**src/rtl/uart_adc_framer_if.sv**
```systemverilog
// UART transmit-side handshake between the ADC framer and the transmitter.
// The framer is the master: it drives the load strobe, the byte and the enable.
interface uart_adc_framer_if;
  logic       tx_empty;
  logic       ld_tx_data;
  logic [7:0] tx_data;
  logic       tx_enable;

  modport master (
    input  tx_empty,
    output ld_tx_data,
    output tx_data,
    output tx_enable
  );

  modport slave (
    output tx_empty,
    input  ld_tx_data,
    input  tx_data,
    input  tx_enable
  );
endinterface

```
**src/rtl/uart_adc_framer.sv**
```systemverilog
// Snapshots NUM_CH ADC words on start and streams them to a UART,
// as raw bytes or uppercase ASCII hex, with separator and terminator bytes.
module uart_adc_framer #(
  parameter int         NUM_CH    = 4,
  parameter int         CH_WIDTH  = 32,
  parameter logic [7:0] SEP_BYTE  = 8'h2C,
  parameter logic [7:0] TERM_BYTE = 8'h0A
) (
  input  logic                       clock,
  input  logic                       reset,
  input  logic                       start,
  input  logic                       ascii_mode,
  input  logic [NUM_CH*CH_WIDTH-1:0] adc_data,
  output logic                       busy,
  output logic                       frame_done,
  uart_adc_framer_if.master          tx
);

  localparam int DW  = NUM_CH * CH_WIDTH;
  localparam int BPC = CH_WIDTH / 8;
  localparam int NIB = CH_WIDTH / 4;
  localparam int CHB = (NUM_CH > 1) ? $clog2(NUM_CH) : 1;
  localparam int IXB = $clog2(NIB + 1);

  typedef enum logic [2:0] {
    IDLE,
    WAIT_RDY,
    LOAD,
    SETTLE,
    DONE
  } state_t;

  state_t           state_q, state_d;
  logic [DW-1:0]    snap_q, snap_d;
  logic             mode_q, mode_d;
  logic [CHB-1:0]   ch_q, ch_d;
  logic [IXB-1:0]   idx_q, idx_d;
  logic             ld_q, ld_d;
  logic [7:0]       data_q, data_d;
  logic             en_q, en_d;
  logic             busy_q, busy_d;
  logic             fd_q, fd_d;
  int               per;
  logic             last;

  // Index i == digits-per-channel selects the separator/terminator slot.
  function automatic logic [7:0] byte_at(
    input logic [DW-1:0] d,
    input logic          m,
    input int            c,
    input int            i
  );
    logic [CH_WIDTH-1:0] w;
    logic [3:0]          n;
    byte_at = 8'h00;
    w = d[c*CH_WIDTH +: CH_WIDTH];
    n = 4'h0;
    if (i >= (m ? NIB : BPC)) begin
      byte_at = (c == NUM_CH - 1) ? TERM_BYTE : SEP_BYTE;
    end else if (m) begin
      n = w[CH_WIDTH-4-4*i +: 4];
      byte_at = (n < 4'd10) ? (8'h30 + {4'h0, n})
                            : (8'h37 + {4'h0, n});
    end else begin
      byte_at = w[CH_WIDTH-8-8*i +: 8];
    end
  endfunction

  assign per  = mode_q ? NIB : BPC;
  assign last = (int'(idx_q) == per) &&
                (int'(ch_q) == NUM_CH - 1);

  always_comb begin
    state_d = state_q;
    snap_d  = snap_q;
    mode_d  = mode_q;
    ch_d    = ch_q;
    idx_d   = idx_q;
    ld_d    = ld_q;
    data_d  = data_q;
    en_d    = en_q;
    busy_d  = busy_q;
    fd_d    = fd_q;
    unique case (state_q)
      IDLE: begin
        fd_d = 1'b0;
        if (start) begin
          state_d = WAIT_RDY;
          snap_d  = adc_data;
          mode_d  = ascii_mode;
          ch_d    = '0;
          idx_d   = '0;
          busy_d  = 1'b1;
          en_d    = 1'b1;
          data_d  = byte_at(adc_data, ascii_mode, 0, 0);
        end
      end
      WAIT_RDY: begin
        if (tx.tx_empty) begin
          state_d = LOAD;
          ld_d    = 1'b1;
        end
      end
      LOAD: begin
        ld_d    = 1'b0;
        state_d = SETTLE;
      end
      SETTLE: begin
        if (last) begin
          state_d = DONE;
          fd_d    = 1'b1;
          busy_d  = 1'b0;
          en_d    = 1'b0;
        end else begin
          if (int'(idx_q) == per) begin
            ch_d  = ch_q + CHB'(1);
            idx_d = '0;
          end else begin
            idx_d = idx_q + IXB'(1);
          end
          data_d  = byte_at(snap_q, mode_q,
                            int'(ch_d), int'(idx_d));
          state_d = WAIT_RDY;
        end
      end
      DONE: begin
        fd_d    = 1'b0;
        state_d = IDLE;
      end
      default: state_d = IDLE;
    endcase
  end

  always_ff @(posedge clock) begin
    if (reset) begin
      state_q <= IDLE;
      snap_q  <= '0;
      mode_q  <= 1'b0;
      ch_q    <= '0;
      idx_q   <= '0;
      ld_q    <= 1'b0;
      data_q  <= 8'h00;
      en_q    <= 1'b0;
      busy_q  <= 1'b0;
      fd_q    <= 1'b0;
    end else begin
      state_q <= state_d;
      snap_q  <= snap_d;
      mode_q  <= mode_d;
      ch_q    <= ch_d;
      idx_q   <= idx_d;
      ld_q    <= ld_d;
      data_q  <= data_d;
      en_q    <= en_d;
      busy_q  <= busy_d;
      fd_q    <= fd_d;
    end
  end

  assign tx.ld_tx_data = ld_q;
  assign tx.tx_data    = data_q;
  assign tx.tx_enable  = en_q;
  assign busy          = busy_q;
  assign frame_done    = fd_q;

endmodule

```
**src/flat_wrapper.sv**
```systemverilog
// flat-port wrapper written by rule: the top's interface ports become plain ports
module uart_adc_framer_flat 
#(
  parameter int         NUM_CH    = 4,
  parameter int         CH_WIDTH  = 32,
  parameter logic [7:0] SEP_BYTE  = 8'h2C,
  parameter logic [7:0] TERM_BYTE = 8'h0A
)
  (clock, reset, start, ascii_mode, adc_data, busy, frame_done, tx_tx_empty, tx_ld_tx_data, tx_tx_data, tx_tx_enable);
  uart_adc_framer_if tx_i ();
  input  logic clock;
  input  logic reset;
  input  logic start;
  input  logic ascii_mode;
  input  logic [NUM_CH*CH_WIDTH-1:0] adc_data;
  output logic busy;
  output logic frame_done;
  input wire logic [$bits(tx_i.tx_empty)-1:0] tx_tx_empty;
  output wire logic [$bits(tx_i.ld_tx_data)-1:0] tx_ld_tx_data;
  output wire logic [$bits(tx_i.tx_data)-1:0] tx_tx_data;
  output wire logic [$bits(tx_i.tx_enable)-1:0] tx_tx_enable;
  assign tx_i.tx_empty = tx_tx_empty;
  assign tx_ld_tx_data = tx_i.ld_tx_data;
  assign tx_tx_data = tx_i.tx_data;
  assign tx_tx_enable = tx_i.tx_enable;
  uart_adc_framer #(.NUM_CH(NUM_CH), .CH_WIDTH(CH_WIDTH), .SEP_BYTE(SEP_BYTE), .TERM_BYTE(TERM_BYTE)) u_core (.clock(clock), .reset(reset), .start(start), .ascii_mode(ascii_mode), .adc_data(adc_data), .busy(busy), .frame_done(frame_done), .tx(tx_i));
endmodule
```
**config.mk**
```make
export PLATFORM = sky130hd
export DESIGN_NAME = uart_adc_framer_flat
export DESIGN_NICKNAME = d
export VERILOG_FILES = /design/src/rtl/uart_adc_framer_if.sv /design/src/rtl/uart_adc_framer.sv /design/src/flat_wrapper.sv
export SDC_FILE = /design/constraint.sdc
export NUM_CORES = 1
export LEC_CHECK = 0
export ABC_CLOCK_PERIOD_IN_PS = 4240
export CORE_UTILIZATION = 30
export DETAILED_ROUTE_END_ITERATION = 10
export SYNTH_ARGS = -nofsm -noshare
export SYNTH_HDL_FRONTEND = slang
export SYNTH_SLANG_ARGS = --single-unit
```
**constraint.sdc**
```tcl
create_clock -name clock -period 4.24 [get_ports clock]
set_input_delay 0.848 -clock clock [delete_from_list [all_inputs] [get_ports clock]]
set_output_delay 0.848 -clock clock [all_outputs]
set_load 0.03 [all_outputs]
```
# [Yosys cells after proc, flatten, opt, wreduce, memory -nomap -nowiden]
# Index checks and enable logic that the tools add are counted.
[totals] register_bits=149 in_bits=133 output_inout_bits=12
[op_classes] addsub=8 magnitude_cmp=4 eq_ne=11 shifts=3 mux=35 reduce_logical=12
[ops] cell="$shiftx 128x8->32" count=1
[ops] cell="$mux 8" count=8
[ops] cell="$ge 1x32->1 const A" count=1
[ops] cell="$ge 5x32->1" count=1
[ops] cell="$shiftx 32x32->4" count=1
[ops] cell="$shiftx 32x32->8" count=1
[ops] cell="$add 6x4->7 const A" count=4
[ops] cell="$mux 4" count=7
[ops] cell="$pmux 8 s2" count=1
[ops] cell="$pmux 3 s4" count=1
[ops] cell="$mux 2" count=5
[ops] cell="$mux 3" count=3
[ops] cell="$lt 4x4->1 const B" count=2
[ops] cell="$pmux 4 s2" count=1
[ops] cell="$reduce_and 2->1" count=4
[ops] cell="$sub 5x7->8 const A" count=1
[ops] cell="$sub 5x6->7 const A" count=1
[ops] cell="$eq 3x2->1 const B" count=2
[ops] cell="$mux 6" count=1
[ops] cell="$ne 2x2->1 const B" count=3
[ops] cell="$pmux 1 s2" count=3
[ops] cell="$reduce_and 3->1" count=2
[ops] cell="$reduce_bool 2->1" count=3
[ops] cell="$add 4x1->4 const B" count=1
[ops] cell="other kinds (11)" count=15

# [Depth between registers and ports, before layout]
# Gate-level depths: netlist of the first run.
[logic_depth] word_depth=13 depth_mapped=19 ltp_nobuf=15

# [Least setup slack after synthesis of the first run]
# OpenSTA, ideal clock, no wires.
[synth_timing] path_kind="register to register" startpoint="reg u_core.idx_q[0]" endpoint="reg u_core.data_q[6] (netlist: u_core.tx.tx_data[6])" arrival_time_ns=4.084 required_ns=4.154 slack_ns=0.071 stages_incl_launch_ff=20 n_path_buf=5 synth_period_minus_slack_ns=4.169 path_cell_list="dfxtp_1 > clkbuf_1 > inv_1 > ha_1 > buf_6 > nor3b_1 > a22o_1 > a221oi_4 > buf_6 > buf_12 > buf_4 > mux2i_1 > a221oi_1 > a211oi_1 > nor2_1 > ha_1 > a2111oi_0 > nor3_1 > or3_1 > a211oi_1"
[synth_between] elab_chain_len=12 elab_cells_between_ends=25 classes_between="5 x add/sub; 2 x order compare; 2 x eq/ne; 3 x shift; 11 x mux; 2 x reduce/logical"
[synth_lines] item="from (decl)" line="uart_adc_framer.sv:37" rtl="logic [IXB-1:0] idx_q, idx_d;"
[synth_lines] item="from (signal assigned)" line="uart_adc_framer.sv:151" rtl="idx_q <= idx_d;"
[synth_lines] item="$eq 4x4->1 / $add 4x1->4 (equally long branches)" line="uart_adc_framer.sv:70, uart_adc_framer.sv:115, uart_adc_framer.sv:119"
[synth_lines] item="$mux 2 / $mux 4 (equally long branches)" line="uart_adc_framer.sv:115" rtl="if (int'(idx_q) == per) begin"
[synth_lines] item="$mux 2 / $mux 4 (equally long branches)" line="uart_adc_framer.sv:109" rtl="if (last) begin"
[synth_lines] item="$mux 2 / $mux 4 (equally long branches)" line="uart_adc_framer.sv:84" rtl="unique case (state_q)"
[synth_lines] item="$shiftx 128x8->32 / $sub 5x6->7 (equally long branches)" line="uart_adc_framer.sv:56, uart_adc_framer.sv:61"
[synth_lines] item="$shiftx 32x32->4" line="uart_adc_framer.sv:61" rtl="n = w[CH_WIDTH-4-4*i +: 4];"
[synth_lines] item="$add 6x4->7 (tied with other cells)" line="uart_adc_framer.sv:63" rtl=": (8'h37 + {4'h0, n});"
[synth_lines] item="$mux 8" line="uart_adc_framer.sv:62" rtl="byte_at = (n < 4'd10) ? (8'h30 + {4'h0, n})"
[synth_lines] item="$mux 8" line="uart_adc_framer.sv:60" rtl="end else if (m) begin"
[synth_lines] item="$mux 8" line="uart_adc_framer.sv:58" rtl="if (i >= (m ? NIB : BPC)) begin"
[synth_lines] item="$mux 8" line="uart_adc_framer.sv:109"
[synth_lines] item="$pmux 8 s2" line="uart_adc_framer.sv:84"
[synth_lines] item="to (signal assigned)" line="uart_adc_framer.sv:153" rtl="data_q <= data_d;"
[synth_lines] item="to (decl)" line="uart_adc_framer.sv:39" rtl="logic [7:0] data_q, data_d;"
# Parallel ways exist; a longest one is shown, timed or not. The select of a mux whose other input is x is not followed.
# A chain may end at the register's enable or synchronous reset.

# [Worst setup path in the final report of the first run]
[layout_timing] startpoint="reg u_core.idx_q[1]" endpoint="reg u_core.data_q[4] (netlist: u_core.tx.tx_data[4])"
# The elaborated chain is that of the path after synthesis.

==> metrics.csv, run 1 <==
metric,value,unit
top-area cell type share of the netlist area,37.7,%
Clock Latency Late Sink,0.44,ns
global-route wire length before repair,41.7,mm
status,"complete, no violations",
Hold Path Class,reg2reg,
CORE AREA,26000,um2
starting density of the core,30.5,%
TritonCTS buffer count,17,
fin util,40.1,%
WL/cell,18.6,um
share of cells above drive strength 1,9.65,%
antenna-violating nets left,0,
clock skew,0.0104,ns
TNS Setup,0,ns
number of clock sinks,149,
GP Congestion,0.933,
"FFs w/ async S/R, synth",0,%
CP Launch Type,flop,
Crit. End Element,flop,
final hold vios,0,
vias in the first global route,7281,
fin. max-slew vios,0,
"Reg clk slew, reported paths",0.07,ns
DRC Markers,0,
CTS tree,built,
worst hold path cell count,2,
Slew Limit Headroom,42.4,%
Crit Path Class,reg2reg,
Fill cells,2700,
peak fanout along the critical path,12,
DRT iter0 DRCs,674,
FF+latch area,2980,um2
Die Ht,164,um
Syn Nets,1157,
clk buf depth,2,
actual slew at the worst max-slew pin,0.863,ns
multi-input logic area,4560,um2
CP arrival,4.35,ns
Vias/cell,5.35,
#FFs+latches synth,149,
Synth cell types,69,
total track usage,20.5,%
final setup fails,0,
n_diodes,0,
area grow syn2layout,31.5,%
DRT Pass-1 Iters,5,
DP Wirelength,20.2,mm
initial antenna violation count,0,
r2r worst-path depth,14,
total congestion overflow,0,
WP data required,4.58,ns
cell area after synthesis,7920,um2
Period minus WS final,4.01,ns
Final WS setup,0.229,ns
final worst path period share,94.6,%
leakage dissipation,3.81,nW
P per Cell Area,366,nW/um2
Port Buffer Count,144,
final wirelength,27.4,mm
Via Count,7886,
dominant synthesized flop cell,dfxtp_1,
Worst IR Drop VDD,0.241,mV
Die Span X,164,um
# H-tree levels,4,
number of synthesized flops with an enable pin,0,
synth warn,0,
sequential cell area fraction in the yosys report,37.7,%
Syn Area/Cell,7.79,um2
die area,27100,um2
Nets,1267,
largest net degree at the start of global routing,133,
row count,59,
Syn Inst Count,1017,
clk root buf,clkbuf_16,
dpl ws,0.162,ns
Top Ports,145,
FMAX,0.249,GHz
Synth area leader,dfxtp_1,
synth top area cells,"dfxtp_1 (38%), nand2_1 (15%), a21oi_1 (9.6%)",
max cap viols,0,
-- placed cells by master, fill, tap and decap left out, types with 4 or more instances in the layout --
cell,synthesis,layout
clkdlybuf4s50_1,0,143
mux2_2,4,4
a211o_1,5,5
mux2i_1,15,14
nor3_1,28,26
inv_8,0,4
o21ai_0,21,21
nor2_1,28,28
nand3_1,10,10
a21o_1,4,4
o22ai_1,6,6
a311oi_1,14,14
ha_1,7,6
and3_1,13,13
buf_4,4,30
a21oi_1,152,152
clkbuf_16,0,18
o211ai_1,5,5
buf_12,1,4
inv_1,13,13
dfxtp_1,149,149
mux4_1,8,8
a211oi_1,11,10
nand2b_1,15,15
a22oi_1,17,16
mux4_2,18,18
a31oi_1,6,6
inv_6,0,4
nand2_1,317,317
-- worst max-delay path, cell delays in order, from the launching register on --
cell and delay (ns):
dfxtp_1 0.40, inv_1 0.07, ha_1 0.28, nor3b_1 0.19, a22o_1 0.27, a221oi_4 0.34, buf_12 0.20, mux4_1 0.60
mux4_2 0.50, a22oi_2 0.19, ha_2 0.24, a2111oi_2 0.06, nor3_2 0.19, o311ai_1 0.10, a311oi_1 0.28
-- state kept, by name, summed over array words and instances, names as in the netlist, 2 cells and up --
register           flops
u_core.ch_q            2
u_core.idx_q           4
u_core.snap_q        128
u_core.state_q         3
u_core.tx.tx_data      8
-- cells in the mapped netlist, types with 8 or more instances --
master / count
a21oi_1: 152
nand3_1: 10
and3_1: 13
inv_1: 13
nor2_1: 28
mux4_1: 8
dfxtp_1: 149
mux2i_1: 15
a211oi_1: 11
nor3_1: 28
a311oi_1: 14
o21ai_0: 21
nand2b_1: 15
mux4_2: 18
a22oi_1: 17
clkbuf_1: 71
nand2_1: 317
-- report_power, final --
part,switching [W],total [W],internal [W]
Combinational,0.000304,0.000581,0.000277
Clock,0.000688,0.00164,0.000956
Sequential,0.0000950,0.00159,0.00150
Total,0.00109,0.00382,0.00273
-- cells by family (layout without fill, tap and decap cells) --
kind of cell | Yosys count | after routing | synth area share (%)
xor gates and xnor gates | 2 | 2 | 0.221
adders and majority gates | 7 | 7 | 1.11
DFF | 149 | 149 | 37.7
AOI/OAI and AO/OA | 279 | 279 | 22.0
buffers and inverters | 100 | 223 | 5.43
and+or+nand+nor | 435 | 435 | 23.3
muxes | 45 | 45 | 10.2
-- timing repair --
action | 4_1_cts | 5_1_grt
hold buffers | 0 | 0
setup buffers | 0 | 1
setup endpoints to repair | 0 | 2
gates resized for setup | 0 | 8
-- path summary, 6_finish.rpt --
kind	slack, ns	endpoint	startpoint
min reg2reg	0.45	u_core.snap_q[66]$_SDFFE_PP0P_	u_core.snap_q[66]$_SDFFE_PP0P_
max reg2reg	0.23	u_core.tx.tx_data[4]$_SDFFE_PP0P_	u_core.idx_q[1]$_SDFFE_PP0P_
max	0.23	u_core.tx.tx_data[4]$_SDFFE_PP0P_	u_core.idx_q[1]$_SDFFE_PP0P_
min	0.45	u_core.snap_q[66]$_SDFFE_PP0P_	u_core.snap_q[66]$_SDFFE_PP0P_
-- layout make-up --
class                           instances  area share (%)
Sequential cell                       149            28.6
Multi-Input combinational cell        768            43.8
Tap cell                              335            4.03
Timing Repair Buffer                  178            16.9
Clock buffer                           17            4.09
Inverter                               13           0.469
Clock inverter                         15            2.03
-- metal layers --
layer	global-route usage, %	part of all wire (%)	up-vias
li1	-	-	3815
met1	27.9	46	3734
met2	32.1	46	302
met3	3.69	6.2	35
met4	7.96	2.7	0
met5	0	0	-
-- stage by stage --
step           instance area [um2]  hold slack, ns  power [W]  std cells
2_1_floorplan                 7920           0.432    0.00191       1017
3_3_place_gp                  9710           0.442    0.00220       1441
3_5_place_dp                  9710           0.446    0.00220       1441
4_1_cts                      10300           0.456    0.00384       1473
5_1_grt                      10400           0.469    0.00397       1475
6_report                     10400           0.453    0.00382       1475
Note: power is estimated with default switching activity, not from simulation.
==> run 2: changes to the inputs <==
--- a/config.mk
+++ b/config.mk
@@ -6,6 +6,7 @@
 export NUM_CORES = 1
 export LEC_CHECK = 0
 export ABC_CLOCK_PERIOD_IN_PS = 4240
+export CORE_MARGIN = 1
 export CORE_UTILIZATION = 30
 export DETAILED_ROUTE_END_ITERATION = 10
 export SYNTH_ARGS = -nofsm -noshare
==> results of run 2 <==
The final DEF is identical to that of run 1; final timing and power are the same.
==> run 3: changes to the inputs <==
--- a/config.mk
+++ b/config.mk
@@ -6,7 +6,6 @@
 export NUM_CORES = 1
 export LEC_CHECK = 0
 export ABC_CLOCK_PERIOD_IN_PS = 4240
-export CORE_MARGIN = 1
 export CORE_UTILIZATION = 30
 export DETAILED_ROUTE_END_ITERATION = 10
 export SYNTH_ARGS = -nofsm -noshare
==> results of run 3 <==
The final DEF is identical to that of run 1; final timing and power are the same.
